==> config.mk <==
export PLATFORM = sky130hd
export DESIGN_NAME = fp_add_sequencer
export DESIGN_NICKNAME = d
export VERILOG_FILES = /design/src/rtl/fp_add_pkg.sv /design/src/rtl/btn_debounce.sv /design/src/rtl/fp_add_sequencer.sv
export SDC_FILE = /design/constraint.sdc
export NUM_CORES = 1
export LEC_CHECK = 0
export CORE_ASPECT_RATIO = 1.1
export CORE_UTILIZATION = 40
export DETAILED_ROUTE_END_ITERATION = 8
export GPL_ROUTABILITY_DRIVEN = 0
export PLACE_DENSITY = 0.69
export SYNTH_ARGS = -nofsm -noshare
export SYNTH_HDL_FRONTEND = slang
export SYNTH_HIERARCHICAL = 1
export SYNTH_SLANG_ARGS = --single-unit
==> constraint.sdc <==
create_clock -name clk -period 3.7 [get_ports clk]
set_input_delay 0.74 -clock clk [delete_from_list [all_inputs] [get_ports clk]]
set_output_delay 0.74 -clock clk [all_outputs]
set_load 0.01 [all_outputs]
==> src/rtl/fp_add_pkg.sv <==
// rtl/fp_add_pkg.sv - shared state encoding, operator codes and binary16 field widths
package fp_add_pkg;

    typedef enum logic [3:0] {
        ST_IDLE     = 4'd0,
        ST_HAVE_OPS = 4'd1,
        ST_SETTLE   = 4'd2,
        ST_DONE     = 4'd3
    } state_t;

    localparam logic [1:0] OP_PLUS  = 2'b01;
    localparam logic [1:0] OP_MINUS = 2'b10;

    localparam int FP_SIGN_W   = 1;
    localparam int FP_EXP_W    = 5;
    localparam int FP_MAN_W    = 10;
    localparam int FP_W        = FP_SIGN_W + FP_EXP_W + FP_MAN_W;
    localparam int FP_SIGN_BIT = FP_W - 1;

endpackage

==> src/rtl/btn_debounce.sv <==
// rtl/btn_debounce.sv - two-flop synchronizer, saturating debouncer and rising-edge press pulse
module btn_debounce #(
    parameter int DEBOUNCE_CYCLES = 500000
) (
    input  logic clk,
    input  logic rst_n,
    input  logic raw,
    output logic level,
    output logic press
);
    localparam int CW = $clog2(DEBOUNCE_CYCLES + 1);
    localparam logic [CW-1:0] CNT_LAST = CW'(DEBOUNCE_CYCLES - 1);

    logic          sync1;
    logic          sync2;
    logic          prev;
    logic [2:0]    fill;
    logic [CW-1:0] cnt;
    logic          armed;
    logic          accept;

    // fill marks when the synchronizer holds real samples rather than reset values
    assign accept = fill[2] && (sync2 == prev) && (cnt == CNT_LAST);

    always_ff @(posedge clk or negedge rst_n) begin
        if (!rst_n) begin
            sync1 <= 1'b0;
            sync2 <= 1'b0;
            prev  <= 1'b0;
            fill  <= 3'b000;
            cnt   <= '0;
            level <= 1'b0;
            armed <= 1'b0;
            press <= 1'b0;
        end else begin
            sync1 <= raw;
            sync2 <= sync1;
            prev  <= sync2;
            fill  <= {fill[1:0], 1'b1};
            if (!fill[2] || (sync2 != prev)) begin
                cnt <= '0;
            end else if (cnt != CNT_LAST) begin
                cnt <= cnt + 1'b1;
            end
            if (accept) begin
                level <= sync2;
            end
            // a button held through reset must be seen released before it may press
            if (accept && !sync2) begin
                armed <= 1'b1;
            end
            press <= accept && sync2 && !level && armed;
        end
    end

endmodule

==> src/rtl/fp_add_sequencer.sv <==
// rtl/fp_add_sequencer.sv - button-driven operand/operator sequencer around a binary16 adder
module fp_add_sequencer
    import fp_add_pkg::*;
#(
    parameter int DEBOUNCE_CYCLES = 500000,
    parameter int SETTLE_CYCLES   = 4
) (
    input  logic            clk,
    input  logic            lcd_reset,
    input  logic            load_a_btn,
    input  logic            load_b_btn,
    input  logic            exec_btn,
    input  logic            sub_sel,
    input  logic [FP_W-1:0] key_value,
    input  logic [FP_W-1:0] dp_result,
    output logic [FP_W-1:0] a_reg,
    output logic [FP_W-1:0] b_reg,
    output logic [FP_W-1:0] c_reg,
    output logic [1:0]      op_code,
    output logic            busy,
    output logic            done,
    output logic [7:0]      status_led
);
    localparam int CW = $clog2(SETTLE_CYCLES + 1);
    localparam logic [CW-1:0] SETTLE_LAST = CW'(SETTLE_CYCLES - 1);

    logic [3:0]      raw_btn;
    logic [3:0]      btn_level;
    logic [3:0]      btn_press;
    logic            press_a;
    logic            press_b;
    logic            press_exec;
    logic            sub_level;
    logic            unused_btn;

    state_t          state;
    state_t          state_n;
    logic [FP_W-1:0] a_n;
    logic [FP_W-1:0] b_n;
    logic [FP_W-1:0] c_n;
    logic [1:0]      op_n;
    logic            a_valid;
    logic            a_valid_n;
    logic            b_valid;
    logic            b_valid_n;
    logic            err;
    logic            err_n;
    logic [CW-1:0]   cnt;
    logic [CW-1:0]   cnt_n;

    assign raw_btn = {sub_sel, exec_btn, load_b_btn, load_a_btn};

    for (genvar i = 0; i < 4; i++) begin : g_btn
        btn_debounce #(
            .DEBOUNCE_CYCLES(DEBOUNCE_CYCLES)
        ) u_btn (
            .clk   (clk),
            .rst_n (lcd_reset),
            .raw   (raw_btn[i]),
            .level (btn_level[i]),
            .press (btn_press[i])
        );
    end

    // buttons act on edges, the operator switch on its settled level
    assign press_a    = btn_press[0];
    assign press_b    = btn_press[1];
    assign press_exec = btn_press[2];
    assign sub_level  = btn_level[3];
    assign unused_btn = ^{btn_level[2:0], btn_press[3]};

    assign busy       = (state == ST_SETTLE);
    assign status_led = {a_valid, b_valid, busy, err, state};

    always_ff @(posedge clk or negedge lcd_reset) begin
        if (!lcd_reset) begin
            state   <= ST_IDLE;
            a_reg   <= '0;
            b_reg   <= '0;
            c_reg   <= '0;
            op_code <= OP_PLUS;
            a_valid <= 1'b0;
            b_valid <= 1'b0;
            err     <= 1'b0;
            cnt     <= '0;
        end else begin
            state   <= state_n;
            a_reg   <= a_n;
            b_reg   <= b_n;
            c_reg   <= c_n;
            op_code <= op_n;
            a_valid <= a_valid_n;
            b_valid <= b_valid_n;
            err     <= err_n;
            cnt     <= cnt_n;
        end
    end

    always_comb begin
        state_n   = state;
        a_n       = a_reg;
        b_n       = b_reg;
        c_n       = c_reg;
        op_n      = op_code;
        a_valid_n = a_valid;
        b_valid_n = b_valid;
        err_n     = err;
        cnt_n     = cnt;
        done      = 1'b0;
        if (state == ST_SETTLE) begin
            // every press is dropped while the datapath settles
            if (cnt == '0) begin
                c_n     = dp_result;
                done    = 1'b1;
                state_n = ST_DONE;
            end else begin
                cnt_n = cnt - 1'b1;
            end
        end else begin
            if (press_a) begin
                a_n       = key_value;
                a_valid_n = 1'b1;
                err_n     = 1'b0;
            end else if (press_b) begin
                b_n       = key_value;
                b_valid_n = 1'b1;
                err_n     = 1'b0;
            end else if (press_exec) begin
                if (state == ST_IDLE) begin
                    err_n = 1'b1;
                end else begin
                    b_n[FP_SIGN_BIT] = sub_level;
                    op_n             = sub_level ? OP_MINUS : OP_PLUS;
                    cnt_n            = SETTLE_LAST;
                    state_n          = ST_SETTLE;
                end
            end
            if ((state == ST_DONE) && (press_a || press_b)) begin
                state_n = ST_HAVE_OPS;
            end
            if ((state == ST_IDLE) && a_valid_n && b_valid_n) begin
                state_n = ST_HAVE_OPS;
            end
        end
    end

endmodule

==> flow_metrics.py <==
metrics = {
    "run_status": {
        "status": "completed",
    },
    "critical_path": {
        "cp-start-kind": "register",
        "end_kind": "output port",
        "slowest_delay_ns": 0.58,
        "arrival_ns": 2.10,
        "required_ns": 2.96,
        "cp_max_fo": 18,
        "path_cells": "inv_1, ha_1, and4bb_1, buf_4, clkdlybuf4s50_1",
        "crit_path_top_delay_cell": "clkdlybuf4s50_1",
        "crit_type": "reg2out",
    },
    "clock_tree": {
        "cts_tree": "built",
        "clk_path_buf_depth": 2,
        "cts_resized": 0,
        "clk_latency_ns": 0.43,
        "clkTransAtPathRegs_ns": 0.06,
        "htreeDepth": 4,
        "cts_hold_buffers": 0,
        "clock_sinks": 168,
        "cts_setup_buffers": 0,
        "cts_root_buffer": "clkbuf_16",
        "numCtsBuffers": 17,
    },
    "cells_and_area": {
        "area_growth_pct": 21.6,
        "drive_above_1_share": 0.147,
        "stdcell_area_mm2": 0.00928,
        "regArea_mm2": 0.00421,
        "fillCellCount": 1643,
        "antenna_cells": 0,
        "regMostFlops": "g_btn.u_btn/cnt",
        "nets": 786,
        "largest_register_ff_count": 76,
        "multi_input_area_mm2": 0.00313,
        "post-route-util": 0.501,
    },
    "drt": {
        "drc": 0,
        "viasPerCell": 5.25,
        "wl_mm": 14.4,
        "wl_per_cell_um": 14.5,
        "ant_nets": 0,
        "vias": 5240,
        "drtPass1Iterations": 4,
        "drtIter0Drc": 340,
    },
    "timing": {
        "rsz0062_at_grt": "false",
        "hold_viol": 0,
        "max_clock_freq_mhz": 352,
        "fin_crit_ns": 2.84,
        "slew_viol_final": 0,
        "fin_skew_ns": 0.00719,
        "worstMarginPinSlew_ns": 0.744,
        "period_share": 0.767,
        "fin_setup_tns_ns": 0,
        "slew_headroom": 0.504,
        "whs_ns": 0.335,
        "setup_viol": 0,
    },
    "pwr": {
        "p_per_area_mw_per_mm2": 423,
        "report.power.total_mw": 3.93,
        "peakVddDrop_v": 0.000277,
        "leakagePower_nw": 4.08,
    },
    "grt": {
        "grt_pass1_wl_mm": 25.3,
        "gr-usage-all-layers": 0.159,
        "grt.overflow.total": 0,
        "first_global_vias": 5187,
        "grt_max_degree": 82,
        "grt_antenna_before_repair": 0,
    },
    "synthesis": {
        "syn_area_mm2": 0.00763,
        "ys_warn_count": 6,
        "synth.avg_cell_area_um2": 11.5,
        "synth_cells": 661,
    },
    "die": {
        "core_mm2": 0.0185,
        "initial_core_util": 0.412,
        "die-area_mm2": 0.0196,
        "die_y_um": 147,
        "rows": 52,
        "ios": 98,
        "die_w_um": 134,
    },
    "worst_hold_path": {
        "hold_path.class": "in2async",
    },
    "placed_design": {
        "io_buffers": 95,
        "hpwl_mm": 9.70,
        "placed_area_mm2": 0.00866,
    },
    "run": {
        "max-cap-violations": 0,
    },
}
## final cells by class
type	count	share of cell area
clock buffers	19	0.0488
clock inverters	13	0.0182
inverters	8	0.00324
multi-input cells	449	0.338
flip-flops and latches	168	0.453
well taps	243	0.0328
repair buffers	98	0.106
## cell usage in the layout (no fill, tap or decap), types with 5 or more instances in the layout
cell type / n
nand3_1: 37
ha_1: 6
o21ai_0: 30
and3_1: 21
a2111o_1: 8
dfrtp_1: 167
inv_1: 8
conb_1: 6
nand4_2: 8
nand4_1: 8
nand2b_1: 7
o21ai_1: 8
or3_1: 12
mux2_4: 9
nand4bb_1: 5
and2_1: 8
nand2_1: 49
a21oi_1: 33
xor2_1: 28
or4_1: 9
mux2_2: 40
clkdlybuf4s50_1: 94
a31oi_1: 9
clkinv_4: 5
nor3_1: 11
clkbuf_16: 17
nor2_1: 29
o211ai_1: 8
## metal layers
layer / global-route usage / wire [um]
met3: 0.0321 / 464
met5: 0 / 0
met4: 0.0625 / 167
met2: 0.260 / 7040
met1: 0.208 / 6770
## per-stage QoR
| stage | setup WS (ns) | instances |
|---|---|---|
| 2_1_floorplan | 1.88 | 662 |
| 3_3_place_gp | 1.31 | 966 |
| 3_5_place_dp | 1.29 | 966 |
| 4_1_cts | 0.835 | 998 |
| 5_1_grt | 0.724 | 998 |
| 6_report | 0.863 | 998 |
## worst max-delay path: cells and delay by family (launching register included)
| family | cells | cell delay, ns |
|---|---|---|
| flops | 1 | 0.37 |
| fa+ha+maj | 1 | 0.18 |
| simple gates | 1 | 0.19 |
| buf+inv | 3 | 0.93 |
## power by group
group | leakage, nW | switching (mW) | internal (mW)
registers | 2.21 | 0.0206 | 1.87
clock network | 0.304 | 0.741 | 1.10
logic | 1.57 | 0.0955 | 0.0927
total | 4.08 | 0.857 | 3.07
## worst paths after layout
check	from	endpoint	slack (ns)	depth (start not counted)
hold / removal	lcd_reset	g_btn[3].u_btn/cnt[12]	0.34	1
min in group clk	g_btn[3].u_btn/fill[0]	g_btn[3].u_btn/fill[1]	0.35	0
hold reg to reg	g_btn[3].u_btn/fill[0]	g_btn[3].u_btn/fill[1]	0.35	0
max in group asynchronous	lcd_reset	op_code[0]	2.48	2
setup reg to reg	g_btn[0].u_btn/cnt[0]	g_btn[0].u_btn/level	1.75	5
setup / recovery	cnt[0]	done	0.86	5
Power figures use the tool's default switching activity.
